**src/rtl/sliding_window_ctrl_pkg.sv**
```systemverilog
// sliding_window_ctrl_pkg: shared FSM state type and default geometry for the window controller.
// Rev 1.0
`default_nettype none

package sliding_window_ctrl_pkg;

  localparam int DEF_WORD_SIZE   = 8;
  localparam int DEF_BUFFER_SIZE = 3;
  localparam int DEF_ROW_SIZE    = 10;
  localparam int DEF_IMG_ROWS    = 10;

  typedef enum logic [2:0] {
    IDLE   = 3'd0,
    CLEAR  = 3'd1,
    STREAM = 3'd2,
    DRAIN  = 3'd3,
    DONE   = 3'd4
  } swc_state_t;

endpackage

`default_nettype wire

```
**src/rtl/sliding_window_ctrl_if.sv**
```systemverilog
// sliding_window_ctrl_if: pixel-in, line-buffer-out and window handshake bundle.
// Rev 1.0
`default_nettype none

interface sliding_window_ctrl_if
  import sliding_window_ctrl_pkg::*;
#(
  parameter int WORD_SIZE = DEF_WORD_SIZE,
  parameter int ROW_SIZE  = DEF_ROW_SIZE,
  parameter int IMG_ROWS  = DEF_IMG_ROWS
);
  localparam int ROW_W = $clog2(IMG_ROWS);
  localparam int COL_W = $clog2(ROW_SIZE);

  logic                 start;
  logic                 abort;
  logic                 in_valid;
  logic                 in_ready;
  logic [WORD_SIZE-1:0] in_pixel;
  logic                 sw_shift_en;
  logic [WORD_SIZE-1:0] sw_pixel;
  logic                 sw_clear;
  logic                 win_valid;
  logic                 win_ready;
  logic [ROW_W-1:0]     win_row;
  logic [COL_W-1:0]     win_col;
  logic                 busy;
  logic                 frame_done;

  // master = pixel source / conv engine side, slave = controller
  modport master (
    output start, abort, in_valid, in_pixel, win_ready,
    input  in_ready, sw_shift_en, sw_pixel, sw_clear, win_valid,
           win_row, win_col, busy, frame_done
  );

  modport slave (
    input  start, abort, in_valid, in_pixel, win_ready,
    output in_ready, sw_shift_en, sw_pixel, sw_clear, win_valid,
           win_row, win_col, busy, frame_done
  );

endinterface

`default_nettype wire

```
**src/rtl/sliding_window_ctrl_pos_counter.sv**
```systemverilog
// sliding_window_ctrl_pos_counter: raster row/col position of the next pixel to accept.
// Rev 1.0
`default_nettype none

module sliding_window_ctrl_pos_counter
  import sliding_window_ctrl_pkg::*;
#(
  parameter int ROW_SIZE = DEF_ROW_SIZE,
  parameter int IMG_ROWS = DEF_IMG_ROWS,
  localparam int ROW_W   = $clog2(IMG_ROWS),
  localparam int COL_W   = $clog2(ROW_SIZE)
)(
  input  logic             clk,
  input  logic             rst,
  input  logic             clr,
  input  logic             inc,
  output logic [ROW_W-1:0] row,
  output logic [COL_W-1:0] col,
  output logic             last
);

  logic col_end;
  logic row_end;

  assign col_end = (col == COL_W'(ROW_SIZE - 1));
  assign row_end = (row == ROW_W'(IMG_ROWS - 1));
  assign last    = col_end && row_end;

  always_ff @(posedge clk or negedge rst) begin
    if (!rst) begin
      row <= '0;
      col <= '0;
    end else if (clr) begin
      row <= '0;
      col <= '0;
    end else if (inc) begin
      if (col_end) begin
        col <= '0;
        row <= row_end ? '0 : row + ROW_W'(1);
      end else begin
        col <= col + COL_W'(1);
      end
    end
  end

endmodule

`default_nettype wire

```
**src/rtl/sliding_window_ctrl.sv**
```systemverilog
// sliding_window_ctrl: sequences a KxK line buffer from a raster pixel stream and
// holds each complete window until the conv engine takes it. Rev 1.0
`default_nettype none

module sliding_window_ctrl
  import sliding_window_ctrl_pkg::*;
#(
  parameter int WORD_SIZE   = DEF_WORD_SIZE,
  parameter int ROW_SIZE    = DEF_ROW_SIZE,
  parameter int IMG_ROWS    = DEF_IMG_ROWS,
  parameter int BUFFER_SIZE = DEF_BUFFER_SIZE
)(
  input  logic                 clk,
  input  logic                 rst,
  sliding_window_ctrl_if.slave bus
);

  localparam int ROW_W = $clog2(IMG_ROWS);
  localparam int COL_W = $clog2(ROW_SIZE);

  swc_state_t           state;
  swc_state_t           state_next;
  logic                 clear_next;
  logic                 pending;
  logic                 in_ready;
  logic                 accept;
  logic                 abort_hit;
  logic                 last_px;
  logic                 win_hit;
  logic [ROW_W-1:0]     row;
  logic [COL_W-1:0]     col;

  logic                 sw_clear_q;
  logic                 sw_shift_q;
  logic [WORD_SIZE-1:0] sw_pixel_q;
  logic                 win_valid_q;
  logic [ROW_W-1:0]     win_row_q;
  logic [COL_W-1:0]     win_col_q;

  sliding_window_ctrl_pos_counter #(
    .ROW_SIZE (ROW_SIZE),
    .IMG_ROWS (IMG_ROWS)
  ) u_pos (
    .clk  (clk),
    .rst  (rst),
    .clr  (state == CLEAR),
    .inc  (accept),
    .row  (row),
    .col  (col),
    .last (last_px)
  );

  assign abort_hit = bus.abort && (state != IDLE);
  assign pending   = win_valid_q && !bus.win_ready;
  // abort also blocks acceptance so no pixel lands in a buffer that is being cleared
  assign in_ready  = (state == STREAM) && !bus.abort && !pending;
  assign accept    = bus.in_valid && in_ready;
  assign win_hit   = (row >= ROW_W'(BUFFER_SIZE - 1)) && (col >= COL_W'(BUFFER_SIZE - 1));

  always_ff @(posedge clk or negedge rst) begin
    if (!rst) state <= IDLE;
    else      state <= state_next;
  end

  always_comb begin
    state_next = state;
    clear_next = 1'b0;
    if (abort_hit) begin
      state_next = IDLE;
      clear_next = 1'b1;
    end else begin
      case (state)
        IDLE:    if (bus.start && !bus.abort) begin
                   state_next = CLEAR;
                   clear_next = 1'b1;
                 end
        CLEAR:   state_next = STREAM;
        STREAM:  if (accept && last_px) state_next = DRAIN;
        DRAIN:   if (!pending) state_next = DONE;
        DONE:    state_next = IDLE;
        default: state_next = IDLE;
      endcase
    end
  end

  always_ff @(posedge clk or negedge rst) begin
    if (!rst) begin
      sw_clear_q  <= 1'b0;
      sw_shift_q  <= 1'b0;
      sw_pixel_q  <= '0;
      win_valid_q <= 1'b0;
      win_row_q   <= '0;
      win_col_q   <= '0;
    end else begin
      sw_clear_q <= clear_next;
      sw_shift_q <= accept;
      if (accept) sw_pixel_q <= bus.in_pixel;
      // a newly completed window overrides the clear from a same-cycle consume
      if (abort_hit) begin
        win_valid_q <= 1'b0;
      end else if (accept && win_hit) begin
        win_valid_q <= 1'b1;
        win_row_q   <= row;
        win_col_q   <= col;
      end else if (win_valid_q && bus.win_ready) begin
        win_valid_q <= 1'b0;
      end
    end
  end

  assign bus.in_ready    = in_ready;
  assign bus.sw_shift_en = sw_shift_q;
  assign bus.sw_pixel    = sw_pixel_q;
  assign bus.sw_clear    = sw_clear_q;
  assign bus.win_valid   = win_valid_q;
  assign bus.win_row     = win_row_q;
  assign bus.win_col     = win_col_q;
  assign bus.busy        = (state != IDLE);
  assign bus.frame_done  = (state == DONE) && !bus.abort;

endmodule

`default_nettype wire

```
**src/flat_wrapper.sv**
```systemverilog
// flat-port wrapper written by rule: the top's interface ports become plain ports
module sliding_window_ctrl_flat import sliding_window_ctrl_pkg::*;
#(
  parameter int WORD_SIZE   = DEF_WORD_SIZE,
  parameter int ROW_SIZE    = DEF_ROW_SIZE,
  parameter int IMG_ROWS    = DEF_IMG_ROWS,
  parameter int BUFFER_SIZE = DEF_BUFFER_SIZE
)
  (clk, rst, bus_start, bus_abort, bus_in_valid, bus_in_pixel, bus_win_ready, bus_in_ready, bus_sw_shift_en, bus_sw_pixel, bus_sw_clear, bus_win_valid, bus_win_row, bus_win_col, bus_busy, bus_frame_done);
  sliding_window_ctrl_if #(.WORD_SIZE(WORD_SIZE), .ROW_SIZE(ROW_SIZE), .IMG_ROWS(IMG_ROWS)) bus_i ();
  input  logic clk;
  input  logic rst;
  input wire logic [$bits(bus_i.start)-1:0] bus_start;
  input wire logic [$bits(bus_i.abort)-1:0] bus_abort;
  input wire logic [$bits(bus_i.in_valid)-1:0] bus_in_valid;
  input wire logic [$bits(bus_i.in_pixel)-1:0] bus_in_pixel;
  input wire logic [$bits(bus_i.win_ready)-1:0] bus_win_ready;
  output wire logic [$bits(bus_i.in_ready)-1:0] bus_in_ready;
  output wire logic [$bits(bus_i.sw_shift_en)-1:0] bus_sw_shift_en;
  output wire logic [$bits(bus_i.sw_pixel)-1:0] bus_sw_pixel;
  output wire logic [$bits(bus_i.sw_clear)-1:0] bus_sw_clear;
  output wire logic [$bits(bus_i.win_valid)-1:0] bus_win_valid;
  output wire logic [$bits(bus_i.win_row)-1:0] bus_win_row;
  output wire logic [$bits(bus_i.win_col)-1:0] bus_win_col;
  output wire logic [$bits(bus_i.busy)-1:0] bus_busy;
  output wire logic [$bits(bus_i.frame_done)-1:0] bus_frame_done;
  assign bus_i.start = bus_start;
  assign bus_i.abort = bus_abort;
  assign bus_i.in_valid = bus_in_valid;
  assign bus_i.in_pixel = bus_in_pixel;
  assign bus_i.win_ready = bus_win_ready;
  assign bus_in_ready = bus_i.in_ready;
  assign bus_sw_shift_en = bus_i.sw_shift_en;
  assign bus_sw_pixel = bus_i.sw_pixel;
  assign bus_sw_clear = bus_i.sw_clear;
  assign bus_win_valid = bus_i.win_valid;
  assign bus_win_row = bus_i.win_row;
  assign bus_win_col = bus_i.win_col;
  assign bus_busy = bus_i.busy;
  assign bus_frame_done = bus_i.frame_done;
  sliding_window_ctrl #(.WORD_SIZE(WORD_SIZE), .ROW_SIZE(ROW_SIZE), .IMG_ROWS(IMG_ROWS), .BUFFER_SIZE(BUFFER_SIZE)) u_core (.clk(clk), .rst(rst), .bus(bus_i));
endmodule
```
**config.mk**
```make
export PLATFORM = sky130hd
export DESIGN_NAME = sliding_window_ctrl_flat
export DESIGN_NICKNAME = d
export VERILOG_FILES = /design/src/rtl/sliding_window_ctrl_pkg.sv /design/src/rtl/sliding_window_ctrl_if.sv /design/src/rtl/sliding_window_ctrl_pos_counter.sv /design/src/rtl/sliding_window_ctrl.sv /design/src/flat_wrapper.sv
export SDC_FILE = /design/constraint.sdc
export NUM_CORES = 1
export LEC_CHECK = 0
export BUFFER_PORTS_ARGS = -buffer_cell sky130_fd_sc_hd__buf_2
export CAP_MARGIN = 20
export CORE_ASPECT_RATIO = 1.1
export CORE_MARGIN = 3
export CORE_UTILIZATION = 40
export DETAILED_ROUTE_END_ITERATION = 10
export PLACE_DENSITY_LB_ADDON = 0.3
export RECOVER_POWER = 50
export SLEW_MARGIN = 20
export SYNTH_ARGS = -nofsm -noshare
export SYNTH_HDL_FRONTEND = slang
export SYNTH_SLANG_ARGS = --single-unit
```
**constraint.sdc**
```tcl
create_clock -name clk -period 5 [get_ports clk]
set_clock_uncertainty 0.2 [all_clocks]
set_input_delay 0 -clock clk [delete_from_list [all_inputs] [get_ports clk]]
set_output_delay 0 -clock clk [all_outputs]
set_load 0.01 [all_outputs]
```
Word-level counts from Yosys, hierarchy flattened
Cells that the tools add are included.
- bits in registers: 30
- latch bits: 0
- RAM bits: 0
- bits in read-only memories: 0
- output and inout bits: 22
- word-level logic and storage cells: 64
- memories: 0
- add/subtract/negate cells: 2
- $mul: 0
- div/mod/pow operators: 0
- order comparisons: 2
- equal/unequal tests: 9
- shift operators: 0
- mux-type cells: 18
- bitwise gates (word level): 1
- reductions and logical operators: 23
- operator list (cell ; count):
    $mux W4 ; 7
    $logic_and A1 B1 Y1 ; 12
    $mux W3 ; 4
    $pmux W3 S4 ; 1
    $add A4 B1 Y4 const B ; 2
    $eq A4 B4 Y1 const B ; 2
    $ge A4 B2 Y1 const B ; 2
    $eq A3 B2 Y1 const B ; 2
    $mux W1 ; 6
    $reduce_bool A3 Y1 ; 2
    $reduce_and A2 Y1 ; 2
    $reduce_bool A2 Y1 ; 2
    $eq A3 B1 Y1 const B ; 1
    $eq A3 B3 Y1 const B ; 1
    $logic_not A1 Y1 ; 3
    $logic_not A3 Y1 ; 1
    $ne A3 B1 Y1 const B ; 1
    $ne A3 B2 Y1 const B ; 1
    $ne A3 B3 Y1 const B ; 1
    $reduce_and A3 Y1 ; 1
    $not A1 Y1 ; 1

Logic depth before layout (Yosys ltp)
Gate-level depths: netlist (run 1).
- depth in word-level cells: 9
- mapped depth: 7
- depth with buffers taken out: 5

By module
From an unflattened synthesis (run 1), not the netlist that was laid out.
- cell total of the unflattened synthesis: 111
- area, all modules: 1431.4 um^2
- by module, submodules not included (module ; instances ; cells each ; area each (um^2) ; sequential area each (um^2)):
    sliding_window_ctrl ; 1 ; 65 ; 948.4 ; 550.5
    sliding_window_ctrl_pos_counter ; 1 ; 46 ; 483.0 ; 200.2

Least setup slack after synthesis (run 1)
No wires, ideal clock.
- path kind: reg2reg
- start: register u_core.state[0]
- end: register u_core.win_col_q[0] (netlist: u_core.bus.win_col[0])
- arrival: 1.454 ns
- required time: 4.675 ns
- path slack: 3.221 ns
- cell stages (with the launch flop): 6
- clock period less this slack: 1.779 ns
- path through: dfrtp_1 clkbuf_2 or3_4 nand2_1 nand3_4 mux2_2
- RTL lines (element ; RTL line ; RTL):
    start: declaration ; sliding_window_ctrl.sv:21 ; swc_state_t state;
    start signal: assignment ; sliding_window_ctrl.sv:62 ; else state <= state_next;
    $reduce_bool A3 Y1 ; - ;
    named net bus_busy ; flat_wrapper.sv:25 ; output wire logic [$bits(bus_i.busy)-1:0] bus_busy;
    $logic_and A1 B1 Y1 ; sliding_window_ctrl.sv:53 ; assign abort_hit = bus.abort && (state != IDLE);
    $not A1 Y1 (no source line) ; - ;
    $reduce_and A2 Y1 (no source line) ; - ;
    end signal: assignment ; sliding_window_ctrl.sv:104 ; win_col_q <= col;
    end: declaration ; sliding_window_ctrl.sv:38 ; logic [COL_W-1:0] win_col_q;
The timed path passes the listed nets, and every way through them passes these cells.
A chain may end at the register's enable or synchronous reset.

Final worst setup path (run 1)
- start: register u_core.state[2]
- end: register u_core.sw_pixel_q[6] (netlist: u_core.bus.sw_pixel[6])
- cells in the longest elaborated chain, start to end: 4
- ends and longest elaborated chain (element ; RTL line ; RTL):
    $eq A3 B2 Y1 ; sliding_window_ctrl.sv:56 ; assign in_ready = (state == STREAM) && !bus.abort && !pending;
    $logic_and A1 B1 Y1 (2 in series) ; sliding_window_ctrl.sv:56 ;
    $logic_and A1 B1 Y1 ; sliding_window_ctrl.sv:57 ; assign accept = bus.in_valid && in_ready;
    end signal: assignment ; sliding_window_ctrl.sv:97 ; if (accept) sw_pixel_q <= bus.in_pixel;
    end: declaration ; sliding_window_ctrl.sv:35 ; logic [WORD_SIZE-1:0] sw_pixel_q;
Every way passes these cells.

==> results.md, run 1 <==
* Postcts setup bufs at 0
* Final Max Tran Viols at 31
* Post-synth EDFFs at 0
* Core area at 0.00315 mm²
* Cells along the critical path: nor2_1 -> nand4_4 -> inv_2 -> nand2_1 -> nand2_1 -> dlygate4sd3_1
* # IOs at 36
* Largest net degree at the start of global routing at 31
* Die Span X at 61.8 µm
* Routability cong. at 0.727
* WHS Endpoint: u_core.bus.win_valid
* Mapped Cells at 132
* Unrepaired setup endpoints after global routing: no
* Antenna Nets Post-Route at 0
* Num CTS Buffers at 5
* R2R setup slack at 2.64 ns
* Clock buffer depth at 2
* RR Endpoint: u_core.bus.sw_pixel[6]
* Share of cells above drive strength 1 at 0.236
* Critical R2R Launch: u_core.state[2]
* Status: finished with violations
* CTS tree: done
* Die height at 67.4 µm
* Mapped Avg Cell Area at 10.4 µm²
* Fin crit share at 0.472
* Endpoints failing setup at 0
* CTS Root Cell: clkbuf_4
* Synth cell types at 36
* Largest stage delay on the critical path at 0.56 ns
* GRT Util Overall at 0.164
* Area growth from synthesis to layout at 35.6%
* Initial core utilization at 0.435
* WHS at 0.0318 ns
* Total number of placement rows at 21
* Grt ovf at 0
* Synthesis warning total at 0
* Crit-path slowest cell: dlygate4sd3_1
* Synth Flop Type: dfrtp_1
* P_leak at 0.925 nW
* First-pass GRT wire length at 5000 µm
* Vias per inst at 5.32
* Die area at 0.00416 mm²
* Hold path cells at 3
* Post-synthesis cell area at 0.00137 mm²
* Most frequent cells in the layout: 30 x nand2_1, 30 x dfrtp_1, 23 x dlygate4sd3_1, 23 x buf_2, 12 x clkbuf_1
* Setup ws final at 2.64 ns
* Fin Setup TNS at 0 ns
* Peak supply drop at 273 µV
* Initial antenna violation count at 0
* Iteration count of the initial detailed-routing pass at 4
* Final hold violation count at 0
* Inst Count DP at 195
* IO Port Bufs at 35
* Final std cells w/o fill at 225
* Drt total wl at 3020 µm
* Synth async-reset ratio at 1.00
* Clk Latency, worst-skew pair at 0.33 ns
* Worst min path class: in -> reg
* Max transition margin at -0.0903
* Worst-path clk slew at 0.09 ns
* Synth Net Count at 146
* CP Class: reg -> reg
* #FFs+latches synth at 30
* Diodes inserted at 0
* Setup crit start kind: flop
* Failing checks: capacitance limit, slew limit
* Hold_sp: bus_win_ready
* CP required at 5.06 ns
* Dpl hpwl at 1930 µm
* CTS Sinks at 30
* Top post-synthesis cells by area: dfrtp_1 55%, nand2_1 8.2%, mux2_2 6.6%
* CTS resizes at 0
* Power per standard cell area at 345 mW/mm²
* # Max-Cap Violations at 1
* Reg2reg path depth at 6
* Min Tclk post-route at 2.36 ns
* Yosys top cell area share at 0.548
* Synth area leader: dfrtp_1
* Actual slew at the worst max-slew pin at 1.64 ns
* Pre-CTS setup slack at 2.85 ns
* CP Max Fanout at 15
* Vias in the first global route at 1092
* Arrival time at the worst endpoint at 2.42 ns
* Top achievable clock speed at 424 MHz
* Residual DRC count at 0
* Crit-path most repeated cell: nand2_1
* Seq/Total Area, Yosys at 0.548
* Drt wl/cell at 13.4 µm
* Iteration-0 DRC Markers at 41
* Htree depth at 2
* CP Capture Type: flop
* Via count at 1197
* NumNets Final at 205
-- critical path, delay by kind of cell (launching register included) --
family | cells | cell delay [ns]
AND/OR/NAND/NOR | 4 | 0.82
flip-flops | 1 | 0.42
buffers and inverters | 2 | 0.87
-- flip-flops by register name (all words and copies together) (netlist names) --
name,flops
u_core.bus.sw_clear,1
u_core.bus.sw_pixel,8
u_core.bus.sw_shift_en,1
u_core.bus.win_col,4
u_core.bus.win_row,4
u_core.bus.win_valid,1
u_core.state,3
u_core.u_pos.col,4
u_core.u_pos.row,4
-- cell usage after synthesis (2+ instances only) --
library cell  number
nor2_1             4
nand3_1            3
a21oi_1            7
nand2_1           30
mux2_2             8
nand2b_1           2
mux2i_1            2
nor2b_1            2
or3_1              2
inv_1              2
clkbuf_1           3
buf_2              2
a31oi_1            2
nor3_1             5
dfrtp_1           30
o21ai_0            7
and2_1             2
-- logic make-up after synthesis --
kind of cell	count (synthesis)	share of synthesized area
mux	10	0.0804
compound gates	19	0.0794
flops	30	0.548
buf+inv	9	0.0274
simple gates	64	0.265
-- stage by stage --
step | power [mW] | area, µm² | utilization
after floorplan | 0.353 | 1370 | -
after global placement | 0.401 | 1560 | 0.495
after detailed placement | 0.402 | 1560 | 0.495
after CTS | 0.651 | 1870 | 0.594
after global routing | 0.676 | 1860 | 0.589
final | 0.641 | 1860 | 0.589
-- power breakdown --
group	total (mW)	internal (mW)	leakage (nW)	switching (mW)
Sequential	0.296	0.274	0.405	0.0222
Combinational	0.148	0.0810	0.475	0.0666
Clock	0.197	0.116	0.0443	0.0809
Total	0.641	0.471	0.925	0.170
-- what timing repair did --
action / 4_1_cts / 5_1_grt
hold endpoints to repair: 46 / 0
hold buffers: 23 / 0
endpoints found under the setup margin: 0 / 0
-- cell type report --
class,instances,area [µm²]
tap,34,42.5
clock buffer,6,51.3
multi-input combinational,93,582
clock inverter,1,30.0
fill,272,1290
timing repair buffer,58,390
inverter,3,11.3
sequential,30,751
-- per-layer routing --
| metal | GRT usage | routed length (µm) | up-vias |
|---|---|---|---|
| li1 | - | - | 583 |
| met1 | 0.202 | 1320 | 567 |
| met5 | 0 | 0 | - |
| met3 | 0.0535 | 195 | 6 |
| met4 | 0.0716 | 55 | 0 |
| met2 | 0.260 | 1450 | 41 |
-- how the worst max path moves through the flow --
stage,start,endpoint,cells past startpoint
after floorplan,u_core.state[0],u_core.bus.win_col[0],5
after CTS,u_core.state[2],u_core.bus.sw_pixel[3],6
after global routing,u_core.state[2],u_core.bus.sw_pixel[1],6
after global placement,u_core.state[2],u_core.bus.win_row[3],5
final,u_core.state[2],u_core.bus.sw_pixel[6],6
after detailed placement,u_core.state[2],u_core.bus.win_col[3],5
No activity file was read; power rests on OpenSTA's default activity.
==> run 2: changes to the inputs <==
- clock period: 5 -> 2.3 ns (I/O delays scaled with it)
==> results.md, run 2 (synthesized netlist as in run 1, its figures left out) <==
* Actual slew at the worst max-slew pin at 1.62 ns (was 1.64 ns)
* Largest stage delay on the critical path at 0.56 ns (about the same)
* Area growth from synthesis to layout at 35.3% (was 35.6%)
* Grt ovf at 0 (unchanged)
* Register Area at 751 µm² (unchanged)
* Iteration count of the initial detailed-routing pass at 4 (unchanged)
* Final hold violation count at 0 (unchanged)
* # Max-Cap Violations at 1 (unchanged)
* Die Span X at 61.8 µm (unchanged)
* Dpl hpwl at 2120 µm (was 1930 µm)
* Psw at 357 µW (was 170 µW)
* Crit-path most repeated cell: nand2_1 (unchanged)
* Arrival time at the worst endpoint at 2.26 ns (was 2.42 ns)
* Worst-path clk slew at 0.09 ns (about the same)
* Fin crit share at 0.951 (was 0.472)
* CTS resizes at 0 (unchanged)
* NumNets Final at 207 (was 205)
* CP Capture Type: flop (unchanged)
* Sw Share at 0.293 (was 0.265)
* CP required at 2.37 ns (was 5.06 ns)
* Max transition margin at -0.0767 (was -0.0903)
* Failing checks: capacitance limit, slew limit (unchanged)
* Crit-path slowest cell: dlygate4sd3_1 (unchanged)
* First-pass GRT wire length at 5230 µm (was 5000 µm)
* Fill cell count at 263 (was 272)
* Vias in the first global route at 1175 (was 1092)
* Fin Setup TNS at 0 ns (unchanged)
* Worst min path class: reg -> reg (was in -> reg)
* Most frequent cells in the layout: 30 x nand2_1, 30 x dfrtp_1, 25 x buf_2, 23 x dlygate4sd3_1, 11 x clkbuf_1 (was 30 x nand2_1, 30 x dfrtp_1, 23 x dlygate4sd3_1, 23 x buf_2, 12 x clkbuf_1)
* Endpoints failing setup at 0 (unchanged)
* Share of cells above drive strength 1 at 0.253 (was 0.236)
* Top achievable clock speed at 457 MHz (was 424 MHz)
* Status: finished with violations (unchanged)
* Drt wl/cell at 13.8 µm (was 13.4 µm)
* GRT Util Overall at 0.174 (was 0.164)
* CTS Sinks at 30 (unchanged)
* Clock share of power at 0.267 (was 0.308)
* Drt total wl at 3140 µm (was 3020 µm)
* Num CTS Buffers at 5 (unchanged)
* Core area at 0.00315 mm² (unchanged)
* Initial core utilization at 0.435 (unchanged)
* Diodes inserted at 0 (unchanged)
* CP Max Fanout at 15 (unchanged)
* Clock buffer depth at 2 (unchanged)
* Sequential share of power at 0.528 (was 0.462)
* Cells along the critical path: nor2_1 -> nand4_4 -> inv_2 -> nand2_1 -> dlygate4sd3_1 -> nand2_1 (was nor2_1 -> nand4_4 -> inv_2 -> nand2_1 -> nand2_1 -> dlygate4sd3_1)
* Htree depth at 2 (unchanged)
* IO Port Bufs at 35 (unchanged)
* Vias per inst at 5.26 (was 5.32)
* Overall power at 1.22 mW (was 641 µW)
* Min Tclk post-route at 2.19 ns (was 2.36 ns)
* Internal at 861 µW (was 471 µW)
* CTS Root Cell: clkbuf_4 (unchanged)
* Antenna Nets Post-Route at 0 (unchanged)
* CP Class: reg -> reg (unchanged)
* CTS tree: done (unchanged)
* Largest register FFs at 8 (unchanged)
* Die area at 0.00416 mm² (unchanged)
* Area of the multi-input gates at 582 µm² (unchanged)
* Reg2reg path depth at 6 (unchanged)
* Hold path cells at 2 (was 3)
* Combinational share of power at 0.205 (was 0.230)
* Residual DRC count at 0 (unchanged)
* Die height at 67.4 µm (unchanged)
* # IOs at 36 (unchanged)
* Final Max Tran Viols at 31 (unchanged)
* Total number of placement rows at 21 (unchanged)
* Iteration-0 DRC Markers at 38 (was 41)
* Setup crit start kind: flop (unchanged)
* Peak supply drop at 366 µV (was 273 µV)
* Clk Latency, worst-skew pair at 0.33 ns (about the same)
* Via count at 1199 (was 1197)
* Initial antenna violation count at 0 (unchanged)
* Largest net degree at the start of global routing at 31 (unchanged)
* P_leak at 0.898 nW (was 0.925 nW)
* Routability cong. at 0.831 (was 0.727)
* Unrepaired setup endpoints after global routing: no (unchanged)
* Power per standard cell area at 657 mW/mm² (was 345 mW/mm²)
## run 2: cell count changes in the layout (fill, tap and decap cells not counted), sizes merged
cell    previous run  this run
buf               23        27
bufinv             1         0
clkbuf            18        17
clkinv             0         1
## run 2: power by group through the flow
| stage | Combinational (mW) | Sequential [mW] | Clock (mW) |
|---|---|---|---|
| after floorplan | 0.0962 | 0.672 | 0 |
| after global placement | 0.224 | 0.648 | 0 |
| after detailed placement | 0.232 | 0.651 | 0 |
| after CTS | 0.256 | 0.644 | 0.338 |
| after global routing | 0.276 | 0.657 | 0.365 |
| final | 0.249 | 0.644 | 0.325 |
## run 2: metal layers
| metal | part of all wire | vias up | global-route usage |
|---|---|---|---|
| li1 | - | 582 | - |
| met1 | 0.44 | 578 | 0.206 |
| met2 | 0.49 | 33 | 0.284 |
| met3 | 0.060 | 6 | 0.0593 |
| met4 | 0.015 | 0 | 0.0716 |
| met5 | 0 | - | 0 |
## run 2: worst paths after layout
path | from | end | slack, ns
max in group asynchronous | rst | u_core.bus.sw_shift_en | 0.55
min in group asynchronous | rst | u_core.u_pos.col[1] | 0.41
setup reg to reg | u_core.state[2] | u_core.bus.sw_pixel[5] | 0.11
hold / removal | u_core.bus.sw_pixel[1] | u_core.bus.sw_pixel[1] | 0.28
setup / recovery | u_core.state[2] | u_core.bus.sw_pixel[5] | 0.11
hold reg to reg | u_core.bus.sw_pixel[1] | u_core.bus.sw_pixel[1] | 0.28
## run 2: cell type report
type,count,share of cell area
timing repair buffer,60,0.220
sequential,30,0.405
clock inverter,1,0.00270
clock buffer,7,0.0297
tap,34,0.0229
inverter,3,0.00607
multi-input combinational,93,0.314
## run 2: stage by stage
stage	hold WS [ns]	cell area, µm²	std cells	setup WS [ns]	util
finish	0.277	1850	228	0.112	0.588
floorplan	-0.496	1370	132	0.521	-
CTS	0.0533	1870	228	0.123	0.592
detailed placement	-0.122	1580	197	0.280	0.500
global route	0.320	1850	228	0.00539	0.588
global placement	-0.141	1580	197	0.373	0.500
## run 2: repair_timing
item | in CTS | in global routing
setup endpoints to repair | 0 | 0
hold endpoints to repair | 47 | 0
buffers inserted | 0 | 0
hold buffers | 23 | 0
## run 2: worst max-delay path: cells and delay by family, from the launching register on
family,cells,cell delay (ns)
buffers and inverters,2,0.82
flip-flops,1,0.42
AND/OR/NAND/NOR,4,0.69
